### config.mk
export PLATFORM = sky130hd
export DESIGN_NAME = vga_display_reader_flat
export DESIGN_NICKNAME = d
export VERILOG_FILES = /design/src/rtl/vga_display_reader_if.sv /design/src/rtl/vga_display_reader.sv /design/src/flat_wrapper.sv
export SDC_FILE = /design/constraint.sdc
export NUM_CORES = 1
export LEC_CHECK = 0
export CAP_MARGIN = 10
export CORE_MARGIN = 2
export CORE_UTILIZATION = 50
export CTS_CLUSTER_DIAMETER = 120
export DETAILED_ROUTE_END_ITERATION = 10
export HOLD_SLACK_MARGIN = 0.05
export PLACE_DENSITY = 0.81
export SLEW_MARGIN = 10
export SYNTH_ARGS = -nofsm -noshare
export SYNTH_HDL_FRONTEND = slang
export SYNTH_SLANG_ARGS = --single-unit
### constraint.sdc
create_clock -name clk -period 3.2 [get_ports clk]
set_input_delay 0.64 -clock clk [delete_from_list [all_inputs] [get_ports clk]]
set_output_delay 0.64 -clock clk [all_outputs]
set_load 0.05 [all_outputs]
### src/rtl/vga_display_reader_if.sv
// ---------------------------------------------------------------------------
// vga_display_reader_if
// Bundles the frame-buffer read/handshake signals and the VGA pin group of
// the edge-detection display path.
//   master : the display reader (drives buffer reads, swap ack, VGA pins)
//   slave  : the frame-buffer side / pins consumer (drives wr_end, dout)
// Signals:
//   wr_end      writer has a complete frame in its bank
//   dout        1-bit buffer read data (one cycle after rd_en/rd_addr)
//   rd_addr     buffer read address
//   rd_en       buffer read enable
//   rd_end      one-cycle bank-swap acknowledge
//   rd_addr_sel bank select (0: read bank 1, 1: read bank 0)
//   vga_hs/vs   syncs, active low
//   vga_de      active video
//   vga_rgb     RGB565 pixel
// ---------------------------------------------------------------------------
interface vga_display_reader_if;
  logic        wr_end;
  logic        dout;
  logic [15:0] rd_addr;
  logic        rd_en;
  logic        rd_end;
  logic        rd_addr_sel;
  logic        vga_hs;
  logic        vga_vs;
  logic        vga_de;
  logic [15:0] vga_rgb;

  modport master (
    input  wr_end, dout,
    output rd_addr, rd_en, rd_end, rd_addr_sel,
    output vga_hs, vga_vs, vga_de, vga_rgb
  );

  modport slave (
    output wr_end, dout,
    input  rd_addr, rd_en, rd_end, rd_addr_sel,
    input  vga_hs, vga_vs, vga_de, vga_rgb
  );
endinterface

### src/rtl/vga_display_reader.sv
// ---------------------------------------------------------------------------
// vga_display_reader
// Read side of the ping-pong binary-image buffer. Generates VGA timing
// (640x480@60 by default), reads a 1-bit image inside a centred window and
// maps it to RGB565. Owns the bank swap: at frame end, if the writer reports
// a complete frame (wr_end), the read bank toggles and rd_end pulses once.
// Ports:
//   clk  pixel clock
//   rst  synchronous, active-high reset
//   bus  vga_display_reader_if.master (buffer handshake + VGA pins)
// Pipeline: counters -> rd_en/rd_addr reg -> dout (RAM) -> pin regs.
// All pins are 3 cycles behind the counter value that produced them.
// Geometry parameters default to 640x480@60 with a 320x200 window at
// pixel (160,140); they exist so the timing can be scaled down.
// ---------------------------------------------------------------------------
module vga_display_reader #(
  parameter logic [15:0] FG_COLOR = 16'hFFFF,
  parameter logic [15:0] BK_COLOR = 16'h0000,
  parameter logic [15:0] BG_COLOR = 16'h001F,
  parameter int H_SYNC = 96,
  parameter int H_BP   = 48,
  parameter int H_ACT  = 640,
  parameter int H_FP   = 16,
  parameter int V_SYNC = 2,
  parameter int V_BP   = 33,
  parameter int V_ACT  = 480,
  parameter int V_FP   = 10,
  parameter int WIN_X  = 160,
  parameter int WIN_Y  = 140,
  parameter int WIN_W  = 320,
  parameter int WIN_H  = 200
) (
  input  logic                 clk,
  input  logic                 rst,
  vga_display_reader_if.master bus
);

  localparam int H_TOTAL = H_SYNC + H_BP + H_ACT + H_FP;
  localparam int V_TOTAL = V_SYNC + V_BP + V_ACT + V_FP;
  localparam int HW      = $clog2(H_TOTAL);
  localparam int VW      = $clog2(V_TOTAL);

  // Region bounds in counter space; upper bounds are exclusive.
  localparam logic [HW-1:0] H_LAST     = HW'(H_TOTAL - 1);
  localparam logic [HW-1:0] H_SYNC_END = HW'(H_SYNC);
  localparam logic [HW-1:0] H_ACT0     = HW'(H_SYNC + H_BP);
  localparam logic [HW-1:0] H_ACT1     = HW'(H_SYNC + H_BP + H_ACT);
  localparam logic [HW-1:0] H_WIN0     = HW'(H_SYNC + H_BP + WIN_X);
  localparam logic [HW-1:0] H_WIN1     = HW'(H_SYNC + H_BP + WIN_X + WIN_W);
  localparam logic [VW-1:0] V_LAST     = VW'(V_TOTAL - 1);
  localparam logic [VW-1:0] V_SYNC_END = VW'(V_SYNC);
  localparam logic [VW-1:0] V_ACT0     = VW'(V_SYNC + V_BP);
  localparam logic [VW-1:0] V_ACT1     = VW'(V_SYNC + V_BP + V_ACT);
  localparam logic [VW-1:0] V_WIN0     = VW'(V_SYNC + V_BP + WIN_Y);
  localparam logic [VW-1:0] V_WIN1     = VW'(V_SYNC + V_BP + WIN_Y + WIN_H);

  localparam logic [15:0] H_WIN0_16 = 16'(H_SYNC + H_BP + WIN_X);
  localparam logic [15:0] V_WIN0_16 = 16'(V_SYNC + V_BP + WIN_Y);
  localparam logic [15:0] WIN_W_16  = 16'(WIN_W);

  typedef struct packed {
    logic hs;
    logic vs;
    logic de;
    logic win;
  } flags_t;

  // Syncs idle high so the pins stay deasserted while the pipe refills.
  localparam flags_t FLAGS_IDLE = '{hs: 1'b1, vs: 1'b1, de: 1'b0, win: 1'b0};

  typedef enum logic {IDLE, SWAP} state_t;

  logic [HW-1:0] hcnt_reg;
  logic [VW-1:0] vcnt_reg;
  logic          frame_end;

  flags_t        flags_now;
  flags_t        pipe_reg [0:1];
  logic [15:0]   col_off;
  logic [15:0]   row_off;
  logic [15:0]   addr_now;

  logic          rd_en_reg;
  logic [15:0]   rd_addr_reg;

  state_t        state_reg;
  state_t        state_next;
  logic          swap_start;
  logic          rd_addr_sel_reg;
  logic          buf_valid_reg;

  logic [15:0]   rgb_next;
  logic          vga_hs_reg;
  logic          vga_vs_reg;
  logic          vga_de_reg;
  logic [15:0]   vga_rgb_reg;

  // Stage 0: raster counters
  assign frame_end = (hcnt_reg == H_LAST) && (vcnt_reg == V_LAST);

  always_ff @(posedge clk) begin
    if (rst) begin
      hcnt_reg <= '0;
      vcnt_reg <= '0;
    end else if (hcnt_reg == H_LAST) begin
      hcnt_reg <= '0;
      vcnt_reg <= (vcnt_reg == V_LAST) ? '0 : vcnt_reg + 1'b1;
    end else begin
      hcnt_reg <= hcnt_reg + 1'b1;
    end
  end

  // Region decode and window address for the current counter value
  always_comb begin
    flags_now.hs  = (hcnt_reg >= H_SYNC_END);
    flags_now.vs  = (vcnt_reg >= V_SYNC_END);
    flags_now.de  = (hcnt_reg >= H_ACT0) && (hcnt_reg < H_ACT1) &&
                    (vcnt_reg >= V_ACT0) && (vcnt_reg < V_ACT1);
    flags_now.win = (hcnt_reg >= H_WIN0) && (hcnt_reg < H_WIN1) &&
                    (vcnt_reg >= V_WIN0) && (vcnt_reg < V_WIN1);
    col_off  = 16'(hcnt_reg) - H_WIN0_16;
    row_off  = 16'(vcnt_reg) - V_WIN0_16;
    addr_now = row_off * WIN_W_16 + col_off;
  end

  // Stage 1: buffer read request
  always_ff @(posedge clk) begin
    if (rst) begin
      rd_en_reg   <= 1'b0;
      rd_addr_reg <= '0;
    end else begin
      rd_en_reg   <= flags_now.win;
      rd_addr_reg <= flags_now.win ? addr_now : 16'd0;
    end
  end

  // Flags ride two registers so that, with the pin register, they land
  // alongside the pixel whose dout arrives from the RAM.
  always_ff @(posedge clk) begin
    if (rst) begin
      for (int i = 0; i < 2; i++) begin
        pipe_reg[i] <= FLAGS_IDLE;
      end
    end else begin
      pipe_reg[0] <= flags_now;
      pipe_reg[1] <= pipe_reg[0];
    end
  end

  // Swap FSM: the check is made only at frame end, so a wr_end that lingers
  // after rd_end cannot cause a second swap in the same frame.
  always_ff @(posedge clk) begin
    if (rst) begin
      state_reg <= IDLE;
    end else begin
      state_reg <= state_next;
    end
  end

  always_comb begin
    state_next = state_reg;
    swap_start = 1'b0;
    case (state_reg)
      IDLE: begin
        if (frame_end && bus.wr_end) begin
          state_next = SWAP;
          swap_start = 1'b1;
        end
      end
      SWAP: begin
        state_next = IDLE;
      end
      default: begin
        state_next = IDLE;
      end
    endcase
  end

  // Bank select toggles on the same edge that enters SWAP, i.e. the edge
  // where the counters wrap to (0,0), well away from the window.
  always_ff @(posedge clk) begin
    if (rst) begin
      rd_addr_sel_reg <= 1'b0;
      buf_valid_reg   <= 1'b0;
    end else if (swap_start) begin
      rd_addr_sel_reg <= ~rd_addr_sel_reg;
      buf_valid_reg   <= 1'b1;
    end
  end

  // Stage 3: colour mux and pin registers
  always_comb begin
    rgb_next = 16'h0000;
    if (pipe_reg[1].de) begin
      if (pipe_reg[1].win && buf_valid_reg) begin
        rgb_next = bus.dout ? FG_COLOR : BK_COLOR;
      end else begin
        rgb_next = BG_COLOR;
      end
    end
  end

  always_ff @(posedge clk) begin
    if (rst) begin
      vga_hs_reg  <= 1'b1;
      vga_vs_reg  <= 1'b1;
      vga_de_reg  <= 1'b0;
      vga_rgb_reg <= 16'h0000;
    end else begin
      vga_hs_reg  <= pipe_reg[1].hs;
      vga_vs_reg  <= pipe_reg[1].vs;
      vga_de_reg  <= pipe_reg[1].de;
      vga_rgb_reg <= rgb_next;
    end
  end

  assign bus.rd_en       = rd_en_reg;
  assign bus.rd_addr     = rd_addr_reg;
  assign bus.rd_end      = (state_reg == SWAP);
  assign bus.rd_addr_sel = rd_addr_sel_reg;
  assign bus.vga_hs      = vga_hs_reg;
  assign bus.vga_vs      = vga_vs_reg;
  assign bus.vga_de      = vga_de_reg;
  assign bus.vga_rgb     = vga_rgb_reg;

endmodule
### src/flat_wrapper.sv
// flat-port wrapper written by rule: the top's interface ports become plain ports
module vga_display_reader_flat 
#(
  parameter logic [15:0] FG_COLOR = 16'hFFFF,
  parameter logic [15:0] BK_COLOR = 16'h0000,
  parameter logic [15:0] BG_COLOR = 16'h001F,
  parameter int H_SYNC = 96,
  parameter int H_BP   = 48,
  parameter int H_ACT  = 640,
  parameter int H_FP   = 16,
  parameter int V_SYNC = 2,
  parameter int V_BP   = 33,
  parameter int V_ACT  = 480,
  parameter int V_FP   = 10,
  parameter int WIN_X  = 160,
  parameter int WIN_Y  = 140,
  parameter int WIN_W  = 320,
  parameter int WIN_H  = 200
)
  (clk, rst, bus_wr_end, bus_dout, bus_rd_addr, bus_rd_en, bus_rd_end, bus_rd_addr_sel, bus_vga_hs, bus_vga_vs, bus_vga_de, bus_vga_rgb);
  vga_display_reader_if bus_i ();
  input  logic clk;
  input  logic rst;
  input wire logic [$bits(bus_i.wr_end)-1:0] bus_wr_end;
  input wire logic [$bits(bus_i.dout)-1:0] bus_dout;
  output wire logic [$bits(bus_i.rd_addr)-1:0] bus_rd_addr;
  output wire logic [$bits(bus_i.rd_en)-1:0] bus_rd_en;
  output wire logic [$bits(bus_i.rd_end)-1:0] bus_rd_end;
  output wire logic [$bits(bus_i.rd_addr_sel)-1:0] bus_rd_addr_sel;
  output wire logic [$bits(bus_i.vga_hs)-1:0] bus_vga_hs;
  output wire logic [$bits(bus_i.vga_vs)-1:0] bus_vga_vs;
  output wire logic [$bits(bus_i.vga_de)-1:0] bus_vga_de;
  output wire logic [$bits(bus_i.vga_rgb)-1:0] bus_vga_rgb;
  assign bus_i.wr_end = bus_wr_end;
  assign bus_i.dout = bus_dout;
  assign bus_rd_addr = bus_i.rd_addr;
  assign bus_rd_en = bus_i.rd_en;
  assign bus_rd_end = bus_i.rd_end;
  assign bus_rd_addr_sel = bus_i.rd_addr_sel;
  assign bus_vga_hs = bus_i.vga_hs;
  assign bus_vga_vs = bus_i.vga_vs;
  assign bus_vga_de = bus_i.vga_de;
  assign bus_vga_rgb = bus_i.vga_rgb;
  vga_display_reader #(.FG_COLOR(FG_COLOR), .BK_COLOR(BK_COLOR), .BG_COLOR(BG_COLOR), .H_SYNC(H_SYNC), .H_BP(H_BP), .H_ACT(H_ACT), .H_FP(H_FP), .V_SYNC(V_SYNC), .V_BP(V_BP), .V_ACT(V_ACT), .V_FP(V_FP), .WIN_X(WIN_X), .WIN_Y(WIN_Y), .WIN_W(WIN_W), .WIN_H(WIN_H)) u_core (.clk(clk), .rst(rst), .bus(bus_i));
endmodule
==> impl_metrics.yaml <==
run_status:
  status: "complete, no violations"
sta:
  fin_skew_ns: 0.004410
  rsz0062_at_grt: "yes"
  setup_viol: 0
  slew_headroom_pct: 62.78
  fin_ws_ns: 0.05848
  fin_crit_sh_pct: 98.17
  period_minus_slack_ns: 3.142
  max_freq_mhz: 318.3
  finalMaxSlewViolations: 0
  hold_viol_final: 0
  tightest_slew_ns: 0.5525
cts:
  clock-sinks: 52
  h-tree-depth: 2
  cts_buffers: 5
  cts_root_buffer: "clkbuf_8"
  cts_buffer_depth: 2
  cts_hold_buf: 0
  cts_tree: "yes"
  clk_latency_ns: 0.31
  path_clk_slew_ns: 0.10
grt:
  track_usage_pct: 19.70
  grt_max_degree: 18
  antenna_found_initial: 0
  grt_pass1_wl_um: 10210
  overflow: 0
  grt_pass1_vias: 2279
critical_path:
  worstPathArrival_ns: 3.39
  required_ns: 3.45
  worst_setup_path_start_kind: "register"
  endpoint_kind: "register"
  path_class: "reg2reg"
  crit_fanout: 5
detailed_routing:
  drt-pass1-iter-count: 4
  drc: 0
  wl_per_cell_um: 13.18
  antenna_left: 0
  drt-initial-drc-count: 111
  via_per_inst: 5.245
  routed_wl_um: 6180
  vias: 2460
floorplan:
  core_um2: 5886
  fp.dieH_um: 81.97
  die_w_um: 81.97
  start_util_pct: 51.64
  rows: 28
  io_pins: 42
  die-area_um2: 6718
finish:
  syn2layout_area_growth_pct: 24.62
  final_cell_area_um2: 3787
  diodes: 0
  nets: 430
  drive_above_1_share_pct: 17.01
  largest_reg_flops: 16
  instances_no_fill: 469
  fillerInstances: 480
synth:
  synth_edf_count: 0
  syn_inst: 351
  synth_ff_type: "dfxtp_1"
  netlist_area_um2: 3039
  synthTopCellsByCount: "dfxtp_1 (52), nor2_1 (42), ha_1 (31)"
  synth_fp_nets: 388
  yosys_register_bits: 52
  synth_top_cell_area_share_pct: 34.25
  post-synth-top-area-cell: "dfxtp_1"
  synth_area_per_cell_um2: 8.659
  yosysSeqAreaShare_pct: 34.25
  async_flop_share_pct: 0
  yosysMostFrequentCell: "dfxtp_1"
  synth_area_leaders: "dfxtp_1 (34%), ha_1 (13%), xnor2_1 (5.8%)"
  synthDistinctLibCells: 53
  ys_warn_count: 0
placement:
  place_area_um2: 3545
  dpl.hpwl_um: 4317
  numPlacedInstances: 456
  port_buffers: 41
  gp_congestion: 0.8960
  dp_slack_ns: -0.1163
power:
  power_mw: 1.075
  p_leak_nw: 1.549
  irDropWorstVdd_mv: 0.1755
  p_per_area_nw_per_um2: 283.9
min_path:
  hp-class: "reg2reg"
job:
  max-cap-violations: 0
==> power breakdown <==
group / switching, mW / leakage (nW) / internal [mW]
registers: 0.00467 / 0.423 / 0.652
clock network: 0.230 / 0.0445 / 0.156
logic: 0.0203 / 1.08 / 0.0133
total: 0.255 / 1.55 / 0.821
==> what timing repair did <==
action	in CTS	in global routing
resized for setup	15	7
setup buffers	4	1
endpoints found under the setup margin	2	3
pin swaps	11	9
==> worst paths after layout <==
kind | slack, ns | startpoint | cells after the start | endpoint
max | 0.06 | u_core.vcnt_reg[0]$_SDFFE_PP0N_ | 14 | u_core.bus.rd_addr[15]$_SDFF_PP0_
min | 0.42 | u_core.pipe_reg[0][2]$_SDFF_PP1_ | 1 | u_core.pipe_reg[0][6]$_SDFF_PP1_
max reg2reg | 0.06 | u_core.vcnt_reg[0]$_SDFFE_PP0N_ | 14 | u_core.bus.rd_addr[15]$_SDFF_PP0_
min reg2reg | 0.42 | u_core.pipe_reg[0][2]$_SDFF_PP1_ | 1 | u_core.pipe_reg[0][6]$_SDFF_PP1_
==> cells in the final DEF, fill, tap and decap left out, drive strengths merged, types with 4 or more instances in the layout <==
cell type      Yosys  layout
dfxtp             52      52
nor2              42      42
clkdlybuf4s50      0      41
ha                31      31
buf               20      26
xnor2             20      20
inv               18      19
nand2             17      17
o21ai             16      16
a21oi             16      16
xor2              14      14
nand3             11      11
nor2b              7       7
nor4               6       6
or2                6       6
nand4              5       5
a21o               5       5
nor3               5       5
clkbuf            12       5
and3               5       5
a211oi             4       4
nand2b             4       4
and2               4       4
==> worst max-delay path, stage by stage (launching register included) <==
cell and delay, ns:
dfxtp_4 0.38, ha_4 0.16, and3_4 0.19, xnor2_2 0.14, ha_1 0.31, ha_1 0.28, a21o_1 0.19, a21oi_4 0.17
xnor2_2 0.11, ha_4 0.17, or4_4 0.43, o22ai_4 0.14, o21ai_2 0.08, or2_4 0.22, mux2i_1 0.11
==> area by class of cell <==
| cell class | count | area [µm²] | share of cell area [%] |
|---|---|---|---|
| Multi-Input combinational cell | 249 | 1881 | 49.65 |
| Sequential cell | 52 | 1050 | 27.72 |
| Timing Repair Buffer | 67 | 605.6 | 15.99 |
| Tap cell | 75 | 93.84 | 2.478 |
| Clock buffer | 5 | 68.82 | 1.817 |
| Inverter | 18 | 67.56 | 1.784 |
| Clock inverter | 3 | 21.27 | 0.5616 |
==> logic make-up (layout without fill, tap and decap cells) <==
| logic type | count (synthesis) | in the layout | share of synthesized area, % |
|---|---|---|---|
| and+or+nand+nor | 125 | 125 | 21.24 |
| muxes | 1 | 1 | 0.3294 |
| xor gates and xnor gates | 35 | 35 | 10.54 |
| AOI/OAI and AO/OA | 55 | 55 | 11.12 |
| DFF | 52 | 52 | 34.25 |
| buffers and inverters | 50 | 93 | 8.439 |
| adders and majority gates | 33 | 33 | 14.08 |
==> metal layers <==
metal	up-vias	wire length [µm]	part of all wire [%]	track usage, %
li1	1259	-	-	-
met1	1116	2794	45	24.93
met2	68	2893	47	32.36
met3	17	298	4.8	3.736
met4	0	193	3.1	9.167
met5	-	0	0	0
==> through the flow <==
step	TNS (ns)	hold WS [ns]	util, %
final	0	0.4188	64.35
after global routing	-0.2218	0.4363	64.35
after CTS	0	0.4177	63.52
after detailed placement	-0.1163	0.3961	60.23
after global placement	0	0.3909	60.23
after floorplan	0	0.3895	-
No activity file was read; power rests on OpenSTA's default activity.
